### config.mk
export PLATFORM = sky130hd
export DESIGN_NAME = led_pixel_decoder
export DESIGN_NICKNAME = d
export VERILOG_FILES = /design/src/rtl/led_pkg.sv /design/src/rtl/led_pixel_decoder_pin_sync.sv /design/src/rtl/led_pixel_decoder.sv
export SDC_FILE = /design/constraint.sdc
export NUM_CORES = 1
export LEC_CHECK = 0
export BUFFER_PORTS_ARGS = -buffer_cell sky130_fd_sc_hd__buf_2
export CORE_MARGIN = 3
export CORE_UTILIZATION = 57
export DETAILED_ROUTE_END_ITERATION = 10
export HOLD_SLACK_MARGIN = 0.12
export PLACE_DENSITY = 0.8
export SLEW_MARGIN = 20
export SYNTH_ARGS = -nofsm -noshare
export SYNTH_HDL_FRONTEND = slang
export SYNTH_SLANG_ARGS = --single-unit
export TNS_END_PERCENT = 30
### constraint.sdc
create_clock -name clk -period 2.35 [get_ports clk]
set_clock_uncertainty 0.2 [all_clocks]
set_input_delay 0.235 -clock clk [delete_from_list [all_inputs] [get_ports clk]]
set_output_delay 0.235 -clock clk [all_outputs]
set_load 0.005 [all_outputs]
### src/rtl/led_pkg.sv
// Shared timing constants and pixel layout for the addressable-LED encoder/decoder pair.
// All cycle counts refer to the 10 MHz CLOCK_10 domain.
package led_pkg;

   localparam int T0H            = 4;
   localparam int T1H            = 8;
   localparam int BIT_PERIOD_0   = 12;
   localparam int BIT_PERIOD_1   = 13;
   localparam int LATCH_CYCLES   = 500;
   localparam int BITS_PER_PIXEL = 24;

   localparam int G_OFS = 16;
   localparam int R_OFS = 8;
   localparam int B_OFS = 0;

   // Wire order is G first, MSB first, so a packed struct maps the shift register directly.
   typedef struct packed {
      logic [7:0] g;
      logic [7:0] r;
      logic [7:0] b;
   } grb_t;

endpackage

### src/rtl/led_pixel_decoder_pin_sync.sv
// Two-flop synchronizer for the serial data line with single-cycle rise/fall detection
// on the synchronized value.
module pin_sync (
   input  logic clk,
   input  logic reset,
   input  logic din,
   output logic s,
   output logic rise,
   output logic fall
);

   logic meta_r;
   logic sync_r;
   logic prev_r;

   // Synchronizer chain plus one history flop for edge detection.
   always_ff @(posedge clk) begin
      if (reset) begin
         meta_r <= 1'b0;
         sync_r <= 1'b0;
         prev_r <= 1'b0;
      end else begin
         meta_r <= din;
         sync_r <= meta_r;
         prev_r <= sync_r;
      end
   end

   assign s    = sync_r;
   assign rise = sync_r & ~prev_r;
   assign fall = ~sync_r & prev_r;

endmodule

### src/rtl/led_pixel_decoder.sv
// Single-wire addressable-LED receiver: classifies high pulses into bits, assembles GRB
// pixels, and reports frame latches and malformed input.
module led_pixel_decoder
   import led_pkg::*;
#(
   parameter int MIN_HIGH     = 2,
   parameter int THRESH       = 6,
   parameter int MAX_HIGH     = 11,
   parameter int LATCH_CYCLES = led_pkg::LATCH_CYCLES
) (
   input  logic       clk,
   input  logic       reset,
   input  logic       data_pin,
   output logic [7:0] r,
   output logic [7:0] g,
   output logic [7:0] b,
   output logic       valid,
   output logic [9:0] pixel_index,
   output logic       latch,
   output logic       err
);

   localparam logic [0:0] ST_LOW  = 1'b0;
   localparam logic [0:0] ST_HIGH = 1'b1;

   localparam logic [3:0] MIN_L    = 4'(MIN_HIGH);
   localparam logic [3:0] THRESH_L = 4'(THRESH);
   localparam logic [3:0] MAX_L    = 4'(MAX_HIGH);
   localparam logic [9:0] LATCH_L  = 10'(LATCH_CYCLES);
   localparam logic [4:0] LAST_BIT = 5'(BITS_PER_PIXEL - 1);

   logic        s_s;
   logic        rise_s;
   logic        fall_s;

   logic [0:0]  state_r;
   logic [3:0]  high_cnt_r;
   logic [9:0]  low_cnt_r;
   logic [4:0]  bit_cnt_r;
   logic [23:0] shift_r;
   logic [9:0]  idx_r;
   logic        armed_r;
   logic        frame_active_r;
   logic        latch_done_r;

   logic        bad_width_s;
   logic        bit_s;
   grb_t        word_s;
   logic        lat_hit_s;

   pin_sync u_pin_sync (
      .clk   (clk),
      .reset (reset),
      .din   (data_pin),
      .s     (s_s),
      .rise  (rise_s),
      .fall  (fall_s)
   );

   // Pulse classification and latch-point detection.
   always_comb begin
      bad_width_s = 1'b0;
      bit_s       = 1'b0;
      word_s      = '0;
      lat_hit_s   = 1'b0;
      bad_width_s = (high_cnt_r < MIN_L) || (high_cnt_r > MAX_L);
      bit_s       = (high_cnt_r >= THRESH_L);
      word_s      = {shift_r[22:0], bit_s};
      lat_hit_s   = (state_r == ST_LOW) && (low_cnt_r == LATCH_L) && !latch_done_r;
   end

   // Pulse-width FSM, pixel assembly, frame tracking and registered strobes.
   always_ff @(posedge clk) begin
      if (reset) begin
         state_r        <= ST_LOW;
         high_cnt_r     <= 4'd0;
         low_cnt_r      <= 10'd0;
         bit_cnt_r      <= 5'd0;
         shift_r        <= 24'd0;
         idx_r          <= 10'd0;
         armed_r        <= 1'b0;
         frame_active_r <= 1'b0;
         latch_done_r   <= 1'b0;
         r              <= 8'd0;
         g              <= 8'd0;
         b              <= 8'd0;
         valid          <= 1'b0;
         pixel_index    <= 10'd0;
         latch          <= 1'b0;
         err            <= 1'b0;
      end else begin
         valid <= 1'b0;
         latch <= 1'b0;
         err   <= 1'b0;

         case (state_r)
            ST_LOW: begin
               if (rise_s) begin
                  // The rising cycle itself is the first high cycle of the pulse.
                  state_r    <= ST_HIGH;
                  high_cnt_r <= 4'd1;
                  low_cnt_r  <= 10'd0;
               end else if (low_cnt_r != LATCH_L) begin
                  low_cnt_r <= low_cnt_r + 10'd1;
               end
            end
            ST_HIGH: begin
               if (fall_s) begin
                  state_r      <= ST_LOW;
                  low_cnt_r    <= 10'd1;
                  latch_done_r <= 1'b0;
                  if (armed_r) begin
                     if (bad_width_s) begin
                        err       <= 1'b1;
                        bit_cnt_r <= 5'd0;
                        armed_r   <= 1'b0;
                     end else begin
                        shift_r <= word_s;
                        if (bit_cnt_r == LAST_BIT) begin
                           g              <= word_s.g;
                           r              <= word_s.r;
                           b              <= word_s.b;
                           valid          <= 1'b1;
                           pixel_index    <= idx_r;
                           idx_r          <= idx_r + 10'd1;
                           bit_cnt_r      <= 5'd0;
                           frame_active_r <= 1'b1;
                        end else begin
                           bit_cnt_r <= bit_cnt_r + 5'd1;
                        end
                     end
                  end
               end else if (high_cnt_r != 4'd15) begin
                  high_cnt_r <= high_cnt_r + 4'd1;
               end
            end
            default: begin
               state_r <= ST_LOW;
            end
         endcase

         // A latch-length low ends any frame, drops a partial pixel and re-arms.
         if (lat_hit_s) begin
            latch_done_r <= 1'b1;
            armed_r      <= 1'b1;
            if (frame_active_r || (bit_cnt_r != 5'd0)) begin
               latch          <= 1'b1;
               idx_r          <= 10'd0;
               frame_active_r <= 1'b0;
            end
            if (bit_cnt_r != 5'd0) begin
               err       <= 1'b1;
               bit_cnt_r <= 5'd0;
            end
         end
      end
   end

endmodule

; ---- After elaboration in Yosys (flattened, before gate mapping)
; Index checks and enable logic that the tools add are counted.
[totals]
register_bits = 96
latch_bits = 0
ramBits = 0
rom_bits = 0
output_inout_bits = 37
mem_count = 0
[classes]
add_sub_neg = 4
n_mul = 0
n_div = 0
magnitude_cmp = 3
n_eq_ne = 9
shift = 0
muxes = 48
n_bitwise = 9
n_reduce_logical = 15
[ops]
columns = operator, n
row1 = $mux W10, 10
row2 = $mux W5, 7
row3 = $mux W1, 25
row4 = $add A10 B1 Y10 const B, 2
row5 = $pmux W10 S2, 1
row6 = $mux W4, 3
row7 = $eq A10 B9 Y1 const B, 1
row8 = $ne A10 B9 Y1 const B, 1
row9 = $pmux W4 S2, 1
row10 = $not A1 Y1, 7
row11 = $ne A2 B2 Y1 const B, 3
row12 = $add A5 B1 Y5 const B, 1
row13 = $eq A5 B5 Y1 const B, 1
row14 = $reduce_and A5 Y1, 1
row15 = $reduce_bool A5 Y1, 1
row16 = $reduce_or A5 Y1, 1
row17 = $add A4 B1 Y4 const B, 1
row18 = $ge A4 B3 Y1 const B, 1
row19 = $gt A4 B4 Y1 const B, 1
row20 = $lt A4 B2 Y1 const B, 1
row21 = $ne A4 B4 Y1 const B, 1
row22 = $reduce_and A2 Y1, 2
row23 = $reduce_and A4 Y1, 1
row24 = $reduce_bool A2 Y1, 2
row25 = other kinds (9), 12

; ---- Depth between registers and ports, before layout
[logic_depth]
ltp_word = 8
mapped_depth = 8
depth_no_buf = 6

; ---- Hierarchy
; Synthesis repeated with hierarchy kept, for this count alone.
[unflattened]
cells_unflattened = 468
area_unflattened_um2 = 3888.7
[by_module_without_submodules]
columns = module, n_inst, cells_per_inst, area_per_inst_um2, seq_area_each_um2
row1 = led_pixel_decoder, 1, 460, 3797.4, 1861.8
row2 = pin_sync, 1, 8, 91.3, 60.1

; ---- Least setup slack after synthesis
; OpenSTA, ideal clock, no wires.
[synth_timing]
path_type = reg2reg
start = reg bit_cnt_r[0]
end = reg idx_r[7]
setup_time_ns = 0.072
arrival_time_ns = 1.690
path_slack_ns = 0.388
stages_incl_launch_ff = 7
path_buffers = 1
path_cell_list = dfxtp_1 > ha_1 > and4b_1 > buf_2 > nand4_4 > or4_1 > a21oi_1
[synth_between]
elab_chain_len = 8
word_cells_on_any_way = 10
cone_classes = eq/ne (1) / mux (7) / reduce/logical (2)
[synth_rtl]
columns = element, line_no
row1 = start: declaration, led_pixel_decoder.sv:39  ; logic [4:0] bit_cnt_r;
row2 = start signal: assignment, led_pixel_decoder.sv:129  ; bit_cnt_r <= bit_cnt_r + 5'd1;
row3 = $eq A5 B5 Y1, led_pixel_decoder.sv:119  ; if (bit_cnt_r == LAST_BIT) begin
row4 = $mux W10, led_pixel_decoder.sv:119
row5 = $mux W10, led_pixel_decoder.sv:113  ; if (bad_width_s) begin
row6 = $mux W10, led_pixel_decoder.sv:112  ; if (armed_r) begin
row7 = $mux W10, led_pixel_decoder.sv:108  ; if (fall_s) begin
row8 = $mux W10, led_pixel_decoder.sv:96  ; case (state_r)
row9 = $mux W10, led_pixel_decoder.sv:146  ; if (frame_active_r || (bit_cnt_r != 5'd0)) begin
row10 = $mux W10 (*), led_pixel_decoder.sv:143  ; if (lat_hit_s) begin
row11 = end signal: assignment, led_pixel_decoder.sv:125  ; idx_r <= idx_r + 10'd1;
row12 = end: declaration, led_pixel_decoder.sv:41  ; logic [9:0] idx_r;
; Every way passes the cells marked *; elsewhere a longest branch is shown, timed or not.
; A chain may end at the register's enable or synchronous reset.

; ---- Final worst setup path
; Ends and elaborated chain as after synthesis.

==> impl_metrics.env <==
export IMPL_period_share=0.934
export IMPL_grt_max_degree=47
export IMPL_synth_area_um2=3920
export IMPL_first_iter_violations=296
export IMPL_slew_headroom=0.674
export IMPL_start_kind="flip-flop"
export IMPL_drc=0
export IMPL_setup_ws_ns=0.154
export IMPL_mostFrequentLayoutCells="131 x nand2_1, 96 x dfxtp_1, 72 x a21oi_1, 39 x buf_2, 18 x nor2_1"
export IMPL_rsz0062_at_grt="false"
export IMPL_ys_types=50
export IMPL_drtPass1Iterations=5
export IMPL_p_leak_uw=0.00164
export IMPL_finalInstanceArea_um2=4430
export IMPL_syn_nets=485
export IMPL_synth_edf_count=0
export IMPL_worst_ep_required_time_ns=2.45
export IMPL_cts_buffers_inserted=9
export IMPL_worst_setup_path_type="flip-flop to flip-flop"
export IMPL_track_usage=0.214
export IMPL_grt_antenna_before_repair=0
export IMPL_worstPathArrival_ns=2.29
export IMPL_wl_um=8000
export IMPL_utilization=0.682
export IMPL_fp_dieW_um=88.9
export IMPL_yosysSeqAreaShare=0.491
export IMPL_hp_class="flip-flop to flip-flop"
export IMPL_yosys_area_top_type="dfxtp_1"
export IMPL_start_util=0.603
export IMPL_grt_first_pass_wirelength_um=13500
export IMPL_syn2layout_area_growth_pct=13.1
export IMPL_vias=3435
export IMPL_async_reset_ff_frac=0
export IMPL_synth_avg_cell_area_um2=8.23
export IMPL_p_per_area_nw_per_um2=629
export IMPL_cts_sinks=96
export IMPL_core_um2=6490
export IMPL_dp_hpwl_um=5470
export IMPL_slew_viol_final=0
export IMPL_cts_resized=0
export IMPL_n_antenna_cell=0
export IMPL_max_freq_mhz=455
export IMPL_seq_area_um2=1920
export IMPL_ir_worst_vdd_mv=0.402
export IMPL_grt_pass1_vias=2981
export IMPL_io_buffers=39
export IMPL_status="finished, final reports clean"
export IMPL_multi_input_area_um2=1850
export IMPL_viasPerCell=5.74
export IMPL_overflow=0
export IMPL_ys_seq_elements=96
export IMPL_yosysWarnings=0
export IMPL_cts_root_buf="clkbuf_8"
export IMPL_final_net_count=525
export IMPL_end_kind="flip-flop"
export IMPL_postPlaceCellArea_um2=4210
export IMPL_post_place_ws_ns=0.207
export IMPL_min_period_ns=2.20
export IMPL_num_fill_cells=539
export IMPL_clockBufferDepth=2
export IMPL_synthTopCellsByArea="dfxtp_1 49%, nand2_1 13%, a21oi_1 9.2%"
export IMPL_fp_dieArea_um2=7900
export IMPL_hold_violations=0
export IMPL_worst_pin_slew_ns=0.485
export IMPL_critPathMaxFanout=9
export IMPL_cap_violations=0
export IMPL_htreeDepth=3
export IMPL_setup_viol_count_final=0
export IMPL_globalplace_congestion=0.903
export IMPL_clock_latency_ns=0.36
export IMPL_routedWlPerCell_um=13.4
export IMPL_tns_ns=0
export IMPL_synth_ff_type="dfxtp_1"
export IMPL_layout_commonest_cell="nand2_1"
export IMPL_synthCells=476
export IMPL_ant_nets=0
export IMPL_die_h_um=88.9
export IMPL_synth_top_cell_area_share=0.491
export IMPL_ioPinCount=40
export IMPL_drive_gt1_frac=0.148
export IMPL_rows=29
export IMPL_clk_pin_slew_ns=0.10
export IMPL_tritoncts="yes"
-- metrics by stage --
stage | instances | hold WS (ns) | total power (uW)
after floorplan | 476 | 0.163 | 1760
after global placement | 579 | 0.218 | 1780
after detailed placement | 579 | 0.240 | 1780
after CTS | 598 | 0.255 | 2800
after global routing | 598 | 0.267 | 2890
final | 598 | 0.252 | 2790
-- what timing repair did --
item,CTS,global route
hold buffers,3,0
setup buffers,0,0
endpoints found under the setup margin,0,0
hold endpoints to repair,9,0
-- Yosys cell counts, types with 2 or more instances --
| cell type | count |
|---|---|
| buf_4 | 2 |
| nand2_1 | 131 |
| nand4_1 | 5 |
| a21boi_0 | 3 |
| ha_1 | 6 |
| and4_1 | 4 |
| mux2i_1 | 7 |
| o211ai_1 | 2 |
| buf_2 | 9 |
| inv_1 | 8 |
| or4_1 | 5 |
| nand2b_1 | 5 |
| a31oi_1 | 5 |
| nor4_1 | 3 |
| dfxtp_1 | 96 |
| a41oi_1 | 2 |
| a21oi_1 | 72 |
| and4b_1 | 2 |
| o31ai_1 | 5 |
| nand3_1 | 13 |
| nor2b_1 | 8 |
| o21ai_0 | 8 |
| nor2_1 | 18 |
| a211oi_1 | 5 |
| clkbuf_1 | 17 |
| or3_1 | 4 |
| xnor2_1 | 3 |
| nor3_1 | 6 |
-- worst max-delay path, stage by stage, from the launching register on --
cell and delay (ns):
dfxtp_1 0.41, ha_1 0.25, and4b_1 0.38, nand4_4 0.19, or4_1 0.54, a21oi_1 0.16
-- final timing paths --
| path | startpoint | endpoint | slack (ns) | depth (start not counted) |
|---|---|---|---|---|
| max | bit_cnt_r[0] | idx_r[7] | 0.15 | 5 |
| min | g[4] | g[4] | 0.25 | 2 |
| max reg2reg | bit_cnt_r[0] | idx_r[7] | 0.15 | 5 |
| min reg2reg | g[4] | g[4] | 0.25 | 2 |
-- area by class of cell --
class,instances,share of cell area
clock buffers,9,0.0280
clock inverters,7,0.0138
flip-flops and latches,96,0.434
well taps,77,0.0218
repair buffers,57,0.0791
inverters,8,0.00678
multi-input cells,344,0.417
-- per-layer routing --
layer	global-route usage	up-vias	share of wire
met3	0.0313	14	0.038
li1	-	1730	-
met2	0.334	80	0.45
met4	0.0838	0	0.018
met1	0.301	1611	0.49
met5	0	-	0
-- report_power, final --
part | switching (uW) | leakage [uW] | internal (uW) | total [uW]
logic | 62.1 | 0.000767 | 37.9 | 100
registers | 13.0 | 0.000774 | 1640 | 1650
clock network | 627 | 0.0000945 | 409 | 1040
-- logic make-up (layout without fill, tap and decap cells) --
logic type / Yosys count / after routing / share of synthesized area
flops: 96 / 96 / 0.491
mux: 7 / 7 / 0.0179
xor+xnor: 4 / 4 / 0.00895
simple gates: 216 / 216 / 0.261
fa+ha+maj: 6 / 6 / 0.0192
buf+inv: 36 / 81 / 0.0393
compound gates: 111 / 111 / 0.163
-- flip-flops by register name, summed over array words and instances (netlist names), 4 cells and up --
| signal | flops |
|---|---|
| bit_cnt_r | 5 |
| idx_r | 10 |
| shift_r | 23 |
| low_cnt_r | 10 |
| high_cnt_r | 4 |
| g | 8 |
| r | 8 |
| b | 8 |
| pixel_index | 10 |
Power figures use the tool's default switching activity.
